$ cat config.mk
export PLATFORM = sky130hd
export DESIGN_NAME = sat_counter
export DESIGN_NICKNAME = d
export VERILOG_FILES = /design/src/rtl/sat_counter.sv
export SDC_FILE = /design/constraint.sdc
export NUM_CORES = 1
export LEC_CHECK = 0
export BUFFER_PORTS_ARGS = -buffer_cell sky130_fd_sc_hd__buf_2
export CORE_MARGIN = 10
export CORE_UTILIZATION = 47
export DETAILED_ROUTE_END_ITERATION = 8
export MAX_ROUTING_LAYER = met4
export PLACE_DENSITY = 0.79
export SETUP_SLACK_MARGIN = 0.4
export SYNTH_ARGS = -nofsm -noshare
export SYNTH_HDL_FRONTEND = slang
export SYNTH_SLANG_ARGS = --single-unit
$ cat constraint.sdc
create_clock -name clk -period 1.55 [get_ports clk]
set_input_delay 0.0775 -clock clk [delete_from_list [all_inputs] [get_ports clk]]
set_output_delay 0.0775 -clock clk [all_outputs]
set_load 0.03 [all_outputs]
$ cat src/rtl/sat_counter.sv
// ============================================================================
// Module : sat_counter
// Brief  : Saturating up-counter with synchronous clear; clear has priority
//          over a same-cycle increment and the count never wraps.
// Rev    : 1.0 - initial release
// ============================================================================
`default_nettype none

module sat_counter #(
    parameter int CNT_W = 16
) (
    input  logic             clk,
    input  logic             reset,
    input  logic             i_clr,
    input  logic             i_inc,
    output logic [CNT_W-1:0] o_count
);

    localparam logic [CNT_W-1:0] c_MAX_COUNT = {CNT_W{1'b1}};

    logic [CNT_W-1:0] r_count;

    // Count up on inc, hold at all-ones, zero on clear
    always_ff @(posedge clk or negedge reset) begin
        if (!reset) begin
            r_count <= '0;
        end else if (i_clr) begin
            r_count <= '0;
        end else if (i_inc && (r_count != c_MAX_COUNT)) begin
            r_count <= r_count + {{(CNT_W-1){1'b0}}, 1'b1};
        end
    end

    assign o_count = r_count;

endmodule : sat_counter

`default_nettype wire

Yosys cells after proc, flatten, opt, wreduce, memory -nomap -nowiden
Index checks and enable logic that the tools add are counted.

word-level totals
  register bits = 16
  input port bits = 4
  output and inout bits = 16
  word-level logic and storage cells = 7

cells by class
  $add $sub $neg = 1
  equal/unequal tests = 1
  muxes and demuxes = 2
  reduce and logical (&&, ||, !) cells = 2

operator list
  kind                     count
  $mux W16                 2
  $add A16 B1 Y16 const B  1
  $ne A16 B16 Y1 const B   1
  $reduce_bool A2 Y1       1
  $logic_and A1 B1 Y1      1

Depth between registers and ports, before layout
Gate-level depths: netlist of run 1.

  depth after elaboration = 4
  mapped depth = 6
  depth with buffers taken out = 5

Worst setup path before layout of run 1
OpenSTA, ideal clock, no wires.

  path kind = reg2reg
  start point = reg r_count[0] (netlist: o_count[0])
  end point = reg r_count[15] (netlist: o_count[15])
  library setup time = 128 ps
  data arrival time = 1834 ps
  required time = 1422 ps
  slack = -411 ps
  stages on the path, launching flop included = 6
  buffers on the path = 0
  period minus slack after synthesis = 1961 ps
  cells stage by stage = dfrtp_1 > ha_1 > nand4_2 > nor4_4 > nor4_1 > mux2_1

between the ends
  cells in the longest elaborated chain, start to end = 3
  elaborated cells on any way between the ends = 6
  those cells by class = add/sub: 1; eq/ne: 1; mux: 2; reduce/logical: 2

RTL lines
  item                                                      RTL line  source
  start: declaration                                        21        logic [CNT_W-1:0] r_count;
  start signal: assignment                                  30        r_count <= r_count + {{(CNT_W-1){1'b0}}, 1'b1};
  $add A16 B1 Y16 / $ne A16 B16 Y1 (equally long branches)  30, 29
  $mux W16 / $logic_and A1 B1 Y1 (equally long branches)    29        end else if (i_inc && (r_count != c_MAX_COUNT)) begin
  $mux W16 / $reduce_bool A2 Y1 (equally long branches)     n/a

Parallel ways exist; a longest one is shown, timed or not. The select of a mux whose other input is x is not followed.
A chain may end at the register's enable or synchronous reset.

Final worst setup path of run 1
  start point = reg r_count[1] (netlist: o_count[1])
  end point = reg r_count[15] (netlist: o_count[15])

Same word-level chain as after synthesis.

==> results_dict.tcl, run 1 <==
set metrics [dict create \
    wl_met3_um 309 \
    core_area_um2 1940 \
    grt_pass1_vias 1205 \
    clockBufferDepth 2 \
    syn_nets 103 \
    cap_violations 0 \
    synth.largest_area_cell "dfrtp_1" \
    setup_viol 16 \
    die_y_um 64.8 \
    io_pins 20 \
    via_per_inst 6.46 \
    die_x_um 64.8 \
    synth_area_leaders "dfrtp_1 42%, a21oi_1 5.8%, o31ai_1 5.6%" \
    clock_latency_ns 0.30 \
    finish.utilization 0.845 \
    dp_cells 160 \
    yosys_warnings 0 \
    pwr_density_cell_nw_per_um2 468 \
    vias 1162 \
    ff2ff_setup_slack_ns -0.20 \
    holdPathStages 3 \
    multi_input_area_um2 694 \
    peakVddDrop_uv 558 \
    wl_per_cell_um 21.3 \
    layout_common_cells "27 x buf_4, 16 x buf_6, 15 x dfrtp_2, 12 x buf_2, 7 x a21oi_2" \
    grt-ovfl-total 0 \
    cts_tree "yes" \
    synth_top_area_frac 0.425 \
    holdPathEnd "o_count[1]" \
    grt_pass1_wl_um 6020 \
    crit_type "reg -> reg" \
    netlist_area_um2 942 \
    r2r_start "o_count[1]" \
    status "finished, violations left" \
    routed_wl_um 3830 \
    reg2reg_to "o_count[15]" \
    post-route-min-period_ns 1.75 \
    fin_tns_setup_ns -2.09 \
    ys_seq_elements 16 \
    dieArea_um2 4200 \
    drt_pre_antenna_iters 4 \
    largest_reg_flops 16 \
    antenna_found_initial 0 \
    dp_hpwl_um 2040 \
    drt_iter0_drc 131 \
    fin_nets 159 \
    grt_max_degree 21 \
    top_layer_used "met4" \
    synthCells 98 \
    n_fill_cell 102 \
    numCtsBuffers 3 \
    fin_cells 180 \
    violations "negative setup slack" \
    io_buffer_count 19 \
    drc 0 \
    required_ns 1.72 \
    reg2regPathDepth 6 \
    gp_congestion 0.814 \
    min-delay-start "i_inc" \
    diodes 0 \
    worstPathArrival_ns 1.93 \
    syn_avg_cell_area_um2 9.61 \
    clock.fmax_mhz 570 \
    slew_headroom 0.490 \
    tightest_slew_ns 0.764 \
    synth-seq-area-share 0.425 \
    final_common_cell "buf_4" \
    rsz0062_at_grt "yes" \
    fin_skew_ns 0.00972 \
    drv_slew 0 \
    wl_met2_um 1870 \
    drtAntennaViolNets 0 \
    ff_latch_area_um2 419 \
    clock-root-buffer "clkbuf_4" \
    end_kind "flop" \
    path_clk_slew_ns 0.11 \
    rows 16 \
    synth_cell_type_count 28 \
    area_growth_pct 74.1 \
    min_period_over_period 1.13 \
    cellLeakagePower_nw 0.672 \
    max_stage_delay_ns 0.41 \
    wl_met1_um 1460 \
    htreeDepth 1 \
    layout-drive-gt1-share 0.712 \
    grt_usage 0.181 \
    finalWorstSetupSlack_ns -0.204 \
    hp-class "in -> reg" \
    start_util 0.485 \
    path_cells "ha_4, nand4_4, nor4_4, buf_4, nor4_2, mux2_1" \
    cp-start-kind "flop" \
    final-hold-violation-count 0 \
    critPathSlowestCell "dfrtp_2" \
    cts.sinks 16 \
    crit_fanout 6 \
]
-- worst max path at each step --
stage,startpoint,to,depth (start not counted)
6_report,o_count[1],o_count[15],6
5_1_grt,o_count[1],o_count[15],6
3_5_place_dp,o_count[3],o_count[13],4
4_1_cts,o_count[0],o_count[12],6
2_1_floorplan,o_count[13],o_count[15],4
3_3_place_gp,o_count[3],o_count[13],4
-- synth_stat cells --
cell and number:
o21ai_1 3, nand4_1 6, nor2b_1 4, or4_2 2
or3_2 1, a21oi_1 11, nand2_1 6, a211oi_2 1
o211ai_2 1, or3_1 2, inv_1 3, mux2_1 4
buf_6 1, nor2_1 4, ha_1 1, and3_1 2
nor3_1 1, o31ai_1 7, nor4_1 4, or4_1 5
nand3_1 3, clkbuf_1 4, dfrtp_1 16, nand3b_1 1
and4_2 2, nand4_2 1, nor4_4 1, o21ai_0 1
-- layer usage --
layer / global-route usage / up-vias
li1: - / 488
met1: 0.212 / 572
met2: 0.308 / 71
met3: 0.0309 / 31
met4: 0.0535 / 0
met5: - / -
-- where the power goes --
group / total, mW / internal, mW / switching (mW)
clock network: 0.244 / 0.100 / 0.144
registers: 0.426 / 0.421 / 0.00444
logic: 0.0979 / 0.0369 / 0.0610
-- metrics by stage --
stage / cell area [um^2] / hold slack [ns] / total power [mW] / setup slack [ns]
detailed placement: 1260 / 0.0152 / 0.501 / -0.202
global route: 1640 / 0.108 / 0.791 / -0.217
floorplan: 996 / -0.218 / 0.468 / -0.154
CTS: 1520 / 0.0911 / 0.748 / -0.100
finish: 1640 / 0.0851 / 0.768 / -0.204
global placement: 1260 / 0.00786 / 0.497 / -0.168
-- final cells by class --
class / count / share of cell area
multi-input cells: 74 / 0.423
flip-flops and latches: 16 / 0.256
repair buffers: 56 / 0.276
well taps: 27 / 0.0206
clock buffers: 4 / 0.0160
inverters: 3 / 0.00839
-- critical path: cells and delay by family (launching register included) --
family                     cells  cell delay (ns)
and+or+nand+nor                3             0.51
DFF                            1             0.41
muxes                          1             0.32
buffers and inverters          1             0.22
adders and majority gates      1             0.16
-- repair_timing --
item                                   CTS  global route
resized for setup                       33            29
setup endpoints to repair               19            23
endpoints found under the hold margin   16             0
hold buffers                             1             0
pin swaps                               13            16
setup buffers                           12             3
-- logic make-up after synthesis --
kind of cell | count (synthesis) | synth area share
and+or+nand+nor | 45 | 0.312
AOI/OAI and AO/OA | 24 | 0.162
DFF | 16 | 0.425
buffers and inverters | 8 | 0.0398
muxes | 4 | 0.0478
adders and majority gates | 1 | 0.0133
No activity file was read; power rests on OpenSTA's default activity.
==> inputs of run 2 (changes only) <==
Settings changed: GPL_TIMING_DRIVEN set to 0.
==> results_dict.tcl, run 2 (synthesis results as in run 1) <==
set metrics [dict create \
    final-hold-violation-count 0 \
    slew_headroom 0.590 \
    cts_tree "yes" \
    grt-ovfl-total 0 \
    peakVddDrop_uv 461 \
    pwr_density_cell_nw_per_um2 559 \
    min_period_over_period 1.16 \
    dp_hpwl_um 1820 \
    area_growth_pct 51.0 \
    dp_cells 144 \
    rows 16 \
    clock_latency_ns 0.30 \
    hp-class "in -> reg" \
    end_kind "flop" \
    htreeDepth 1 \
    die_y_um 64.8 \
    layout_common_cells "17 x buf_4, 16 x buf_2, 14 x dfrtp_2, 7 x o31ai_1, 7 x a21oi_1" \
    routed_wl_um 3130 \
    layout-drive-gt1-share 0.564 \
    cellLeakagePower_nw 0.590 \
    gp_congestion 0.849 \
    required_ns 1.75 \
    grt_max_degree 17 \
    rsz0062_at_grt "yes" \
    diodes 0 \
    tightest_slew_ns 0.615 \
    p_int_mw 0.588 \
    reg2reg_to "o_count[11]" \
    via_per_inst 6.15 \
    crit_fanout 5 \
    cap_violations 0 \
    power_switching_mw 0.207 \
    grt_pass1_vias 943 \
    clock-root-buffer "clkbuf_4" \
    power_mw 0.796 \
    clock.fmax_mhz 557 \
    r2r_start "o_count[0]" \
    dieArea_um2 4200 \
    fin_tns_setup_ns -1.89 \
    post-route-min-period_ns 1.79 \
    violations "negative setup slack" \
    finish.utilization 0.733 \
    cts.sinks 16 \
    clockBufferDepth 2 \
    clkPwrFrac 0.369 \
    largest_reg_flops 16 \
    drt_pre_antenna_iters 4 \
    grt_pass1_wl_um 4570 \
    numCtsBuffers 3 \
    p_sw_frac 0.261 \
    io_pins 20 \
    io_buffer_count 19 \
    status "finished, violations left" \
    final_common_cell "buf_4" \
    pre_cts_ws_ns -0.283 \
    seqPwrFrac 0.538 \
    placed_area_um2 1120 \
    grt_usage 0.138 \
    cp-startpoint "o_count[0]" \
    fin_cells 167 \
    cp-start-kind "flop" \
    die_x_um 64.8 \
    worstPathArrival_ns 1.99 \
    setup_viol 15 \
    ff2ff_setup_slack_ns -0.24 \
    path_clk_slew_ns 0.10 \
    drv_slew 0 \
    core_area_um2 1940 \
    drc 0 \
    start_util 0.485 \
    reg2regPathDepth 5 \
    crit_type "reg -> reg" \
    p_comb_frac 0.093 \
    fin_skew_ns 0.00314 \
    hold_ws_ns 0.0918 \
    endpoint "o_count[11]" \
    drtAntennaViolNets 0 \
    final_area_um2 1420 \
    drt_iter0_drc 72 \
    fin_nets 146 \
    wl_per_cell_um 18.8 \
    finalWorstSetupSlack_ns -0.245 \
    antenna_found_initial 0 \
    vias 1027 \
]
-- run 2: worst min path at each step --
stage | depth (start not counted) | start | endpoint | slack (ns)
final | 3 | i_inc | o_count[1] | 0.09
after global routing | 3 | i_inc | o_count[1] | 0.09
after CTS | 3 | i_inc | o_count[1] | 0.08
after detailed placement | 1 | reset | o_count[4] | 0.008
after global placement | 1 | reset | o_count[4] | 0.009
after floorplan | 0 | reset | o_count[0] | -0.22
-- run 2: cell type report --
class                      instances  area, um^2
clock buffer                       4        36.3
buffer                             5        30.0
multi-input combinational         74         617
fill                             137         519
tap                               27        33.8
inverter                           3        11.3
sequential                        16         418
timing repair buffer              38         277
-- run 2: worst max-delay path, stage by stage, from the launching register on --
cell	delay (ns)
dfrtp_2	0.44
and4_2	0.27
nand4_1	0.19
buf_4	0.23
nor4_2	0.22
mux2_1	0.34
-- run 2: repair_timing --
| action | in CTS | in global routing |
|---|---|---|
| endpoints found under the hold margin | 16 | 0 |
| cloned | 0 | 1 |
| pin swaps | 5 | 7 |
| resized for setup | 11 | 14 |
| endpoints found under the setup margin | 16 | 17 |
| setup buffers | 6 | 11 |
| hold buffers | 1 | 0 |
-- run 2: power groups by stage --
stage / Combinational (mW) / Sequential (mW) / Clock, mW
6_report: 0.0740 / 0.428 / 0.294
3_5_place_dp: 0.0586 / 0.437 / 0
3_3_place_gp: 0.0572 / 0.436 / 0
5_1_grt: 0.0803 / 0.428 / 0.323
2_1_floorplan: 0.0250 / 0.443 / 0
4_1_cts: 0.0688 / 0.428 / 0.287
-- run 2: per-layer routing --
layer	part of all wire	track usage
met3	0.057	0.0258
met1	0.42	0.171
met2	0.49	0.209
met4	0.029	0.0695
met5	0	-
==> inputs of run 3 (changes only) <==
Settings changed: ABC_AREA set to 1, CAP_MARGIN set to 5, CORE_UTILIZATION 47 to 48, PLACE_DENSITY 0.79 to 0.8.
==> results_dict.tcl, run 3 <==
set metrics [dict create \
    start_util 0.518 \
    cap_violations 0 \
    critPathBufInv 2 \
    fin_skew_ns 0.0107 \
    clock_latency_ns 0.32 \
    syn_nets 149 \
    drv_slew 0 \
    crit_family "simple AND/OR/NAND/NOR gates" \
    dieArea_um2 4420 \
    area_growth_pct 36.3 \
    synth-seq-area-share 0.386 \
    drt_pre_antenna_iters 4 \
    wl_met2_um 1530 \
    largest_reg_flops 16 \
    synthCells 144 \
    crit_fanout 6 \
    status "finished clean" \
    io_buffer_count 19 \
    drt_iter0_drc 70 \
    antenna_found_initial 0 \
    hold_ws_ns 0.0400 \
    min_period_over_period 0.951 \
    pwr_density_cell_nw_per_um2 569 \
    top_layer_used "met4" \
    numCtsBuffers 3 \
    critPathMostFrequentCell "nand2_1" \
    vias 1141 \
    synth-edff-count 0 \
    synthTopCellsByCount "55 x nand2_1, 16 x dfrtp_1, 14 x nor2_1, 12 x nand3_1, 11 x inv_1" \
    dp_cells 190 \
    required_ns 1.80 \
    ys_seq_elements 16 \
    grt_pass1_vias 1014 \
    end_kind "flop" \
    rsz0062_at_grt "yes" \
    final_common_cell "nand2_1" \
    setup_viol 0 \
    ff2ff_setup_slack_ns 0.08 \
    yosys_warnings 0 \
    rows 16 \
    cp-start-kind "flop" \
    n_fill_cell 144 \
    synth.largest_area_cell "dfrtp_1" \
    async_flop_share 1.00 \
    io_pins 20 \
    wl_met1_um 1200 \
    slew_headroom 0.652 \
    clockBufferDepth 2 \
    synth_top_area_frac 0.386 \
    max_stage_delay_ns 0.45 \
    tightest_slew_ns 0.522 \
    layout-drive-gt1-share 0.359 \
    grt_max_degree 17 \
    die_y_um 66.5 \
    hp-class "in -> reg" \
    drtAntennaViolNets 0 \
    path_cells "nand2_1, nor2_2, nand2_1, o21ai_4, nand2_4, inv_6, clkbuf_16, nand2_4, nand2_1" \
    layout_common_cells "50 x nand2_1, 15 x buf_2, 13 x buf_4, 12 x nand3_1, 11 x nor2_1" \
    htreeDepth 1 \
    syn_avg_cell_area_um2 7.20 \
    ff_latch_area_um2 409 \
    synth_cell_type_count 23 \
    wl_per_cell_um 14.8 \
    crit_type "reg -> reg" \
    critPathSlowestCell "dfrtp_1" \
    post-synth-top-count-cell "nand2_1" \
    grt_usage 0.138 \
    core_area_um2 2000 \
    grt_pass1_wl_um 4680 \
    wl_met3_um 252 \
    clock.fmax_mhz 678 \
    synth_area_leaders "dfrtp_1 39%, nand2_1 20%, nand3_1 5.8%" \
    netlist_area_um2 1040 \
    power_mw 0.804 \
    fin_nets 187 \
    fin_cells 208 \
    final-hold-violation-count 0 \
    multi_input_area_um2 614 \
    gp_congestion 0.858 \
    cts_tree "yes" \
    diodes 0 \
    post-route-min-period_ns 1.47 \
    cts.sinks 16 \
    ys_dominant_reg_cell "dfrtp_1" \
    peakVddDrop_uv 621 \
    grt-ovfl-total 0 \
    cellLeakagePower_nw 0.740 \
    path_clk_slew_ns 0.11 \
    finish.utilization 0.706 \
    worstPathArrival_ns 1.73 \
    drc 0 \
    via_per_inst 5.49 \
    routed_wl_um 3070 \
    dp_hpwl_um 1880 \
    die_x_um 66.5 \
    clock-root-buffer "clkbuf_4" \
]
## run 3: cell types whose count changed in the layout (fill, tap and decap cells not counted), moves of 4 or more
cell,before,now
or4_1,4,0
dfrtp_2,14,7
a21oi_1,7,1
nand3_1,3,12
nand2_1,6,50
a21oi_2,4,0
nor2b_1,4,0
o31ai_1,7,0
dfrtp_1,2,9
nor2_1,4,11
nand2_4,0,5
nand2_2,0,4
inv_1,3,10
buf_4,17,13
## run 3: worst min-delay path, delay by kind of cell
kind | cells | cell delay (ns)
AND/OR/NAND/NOR | 3 | 0.14
buffers and inverters | 1 | 0.11
## run 3: layer usage
| metal | global-route usage | up-vias |
|---|---|---|
| met5 | - | - |
| met4 | 0.0576 | 0 |
| met3 | 0.0401 | 6 |
| met2 | 0.220 | 52 |
| met1 | 0.159 | 545 |
| li1 | - | 538 |
## run 3: cells by family (layout without fill, tap and decap cells)
| group | count (synthesis) | after routing | share of synthesized area |
|---|---|---|---|
| compound gates | 8 | 8 | 0.0543 |
| fa+ha+maj | 1 | 1 | 0.0121 |
| buf+inv | 16 | 53 | 0.0772 |
| simple gates | 98 | 98 | 0.428 |
| xor+xnor | 5 | 5 | 0.0422 |
| flops | 16 | 16 | 0.386 |
## run 3: worst paths after layout
| kind | start | to | depth (start not counted) |
|---|---|---|---|
| min reg2reg | o_count[14] | o_count[14] | 2 |
| max | o_count[10] | o_count[8] | 9 |
| max reg2reg | o_count[10] | o_count[8] | 9 |
| min in group asynchronous | reset | o_count[4] | 2 |
| max in group asynchronous | reset | o_count[7] | 2 |
| min | i_clr | o_count[4] | 4 |
## run 3: final cells by class
class                      instances  area share
inverter                          13      0.0381
multi-input combinational        112       0.435
clock buffer                       4      0.0186
timing repair buffer              33       0.171
sequential                        16       0.289
buffer                             3      0.0248
tap                               27      0.0239
## run 3: what timing repair did
action | CTS | global route
pin swaps | 4 | 0
gates resized for setup | 7 | 25
hold buffers | 1 | 0
gates cloned | 0 | 1
endpoints found under the setup margin | 16 | 21
endpoints found under the hold margin | 16 | 0
setup buffers | 10 | 2
## run 3: where the power goes
group	internal (mW)	total (mW)	switching (mW)
Clock	0.101	0.260	0.159
Sequential	0.422	0.427	0.00506
Combinational	0.0499	0.117	0.0672
Total	0.573	0.804	0.231
## run 3: metrics by stage
| stage | area [um^2] | worst slack (ns) | setup TNS, ns |
|---|---|---|---|
| after floorplan | 1060 | -0.00302 | -0.00765 |
| after global placement | 1190 | -0.0223 | -0.0652 |
| after detailed placement | 1190 | -0.0754 | -0.530 |
| after CTS | 1320 | 0.117 | 0 |
| after global routing | 1410 | -0.00211 | -0.00211 |
| final | 1410 | 0.0755 | 0 |
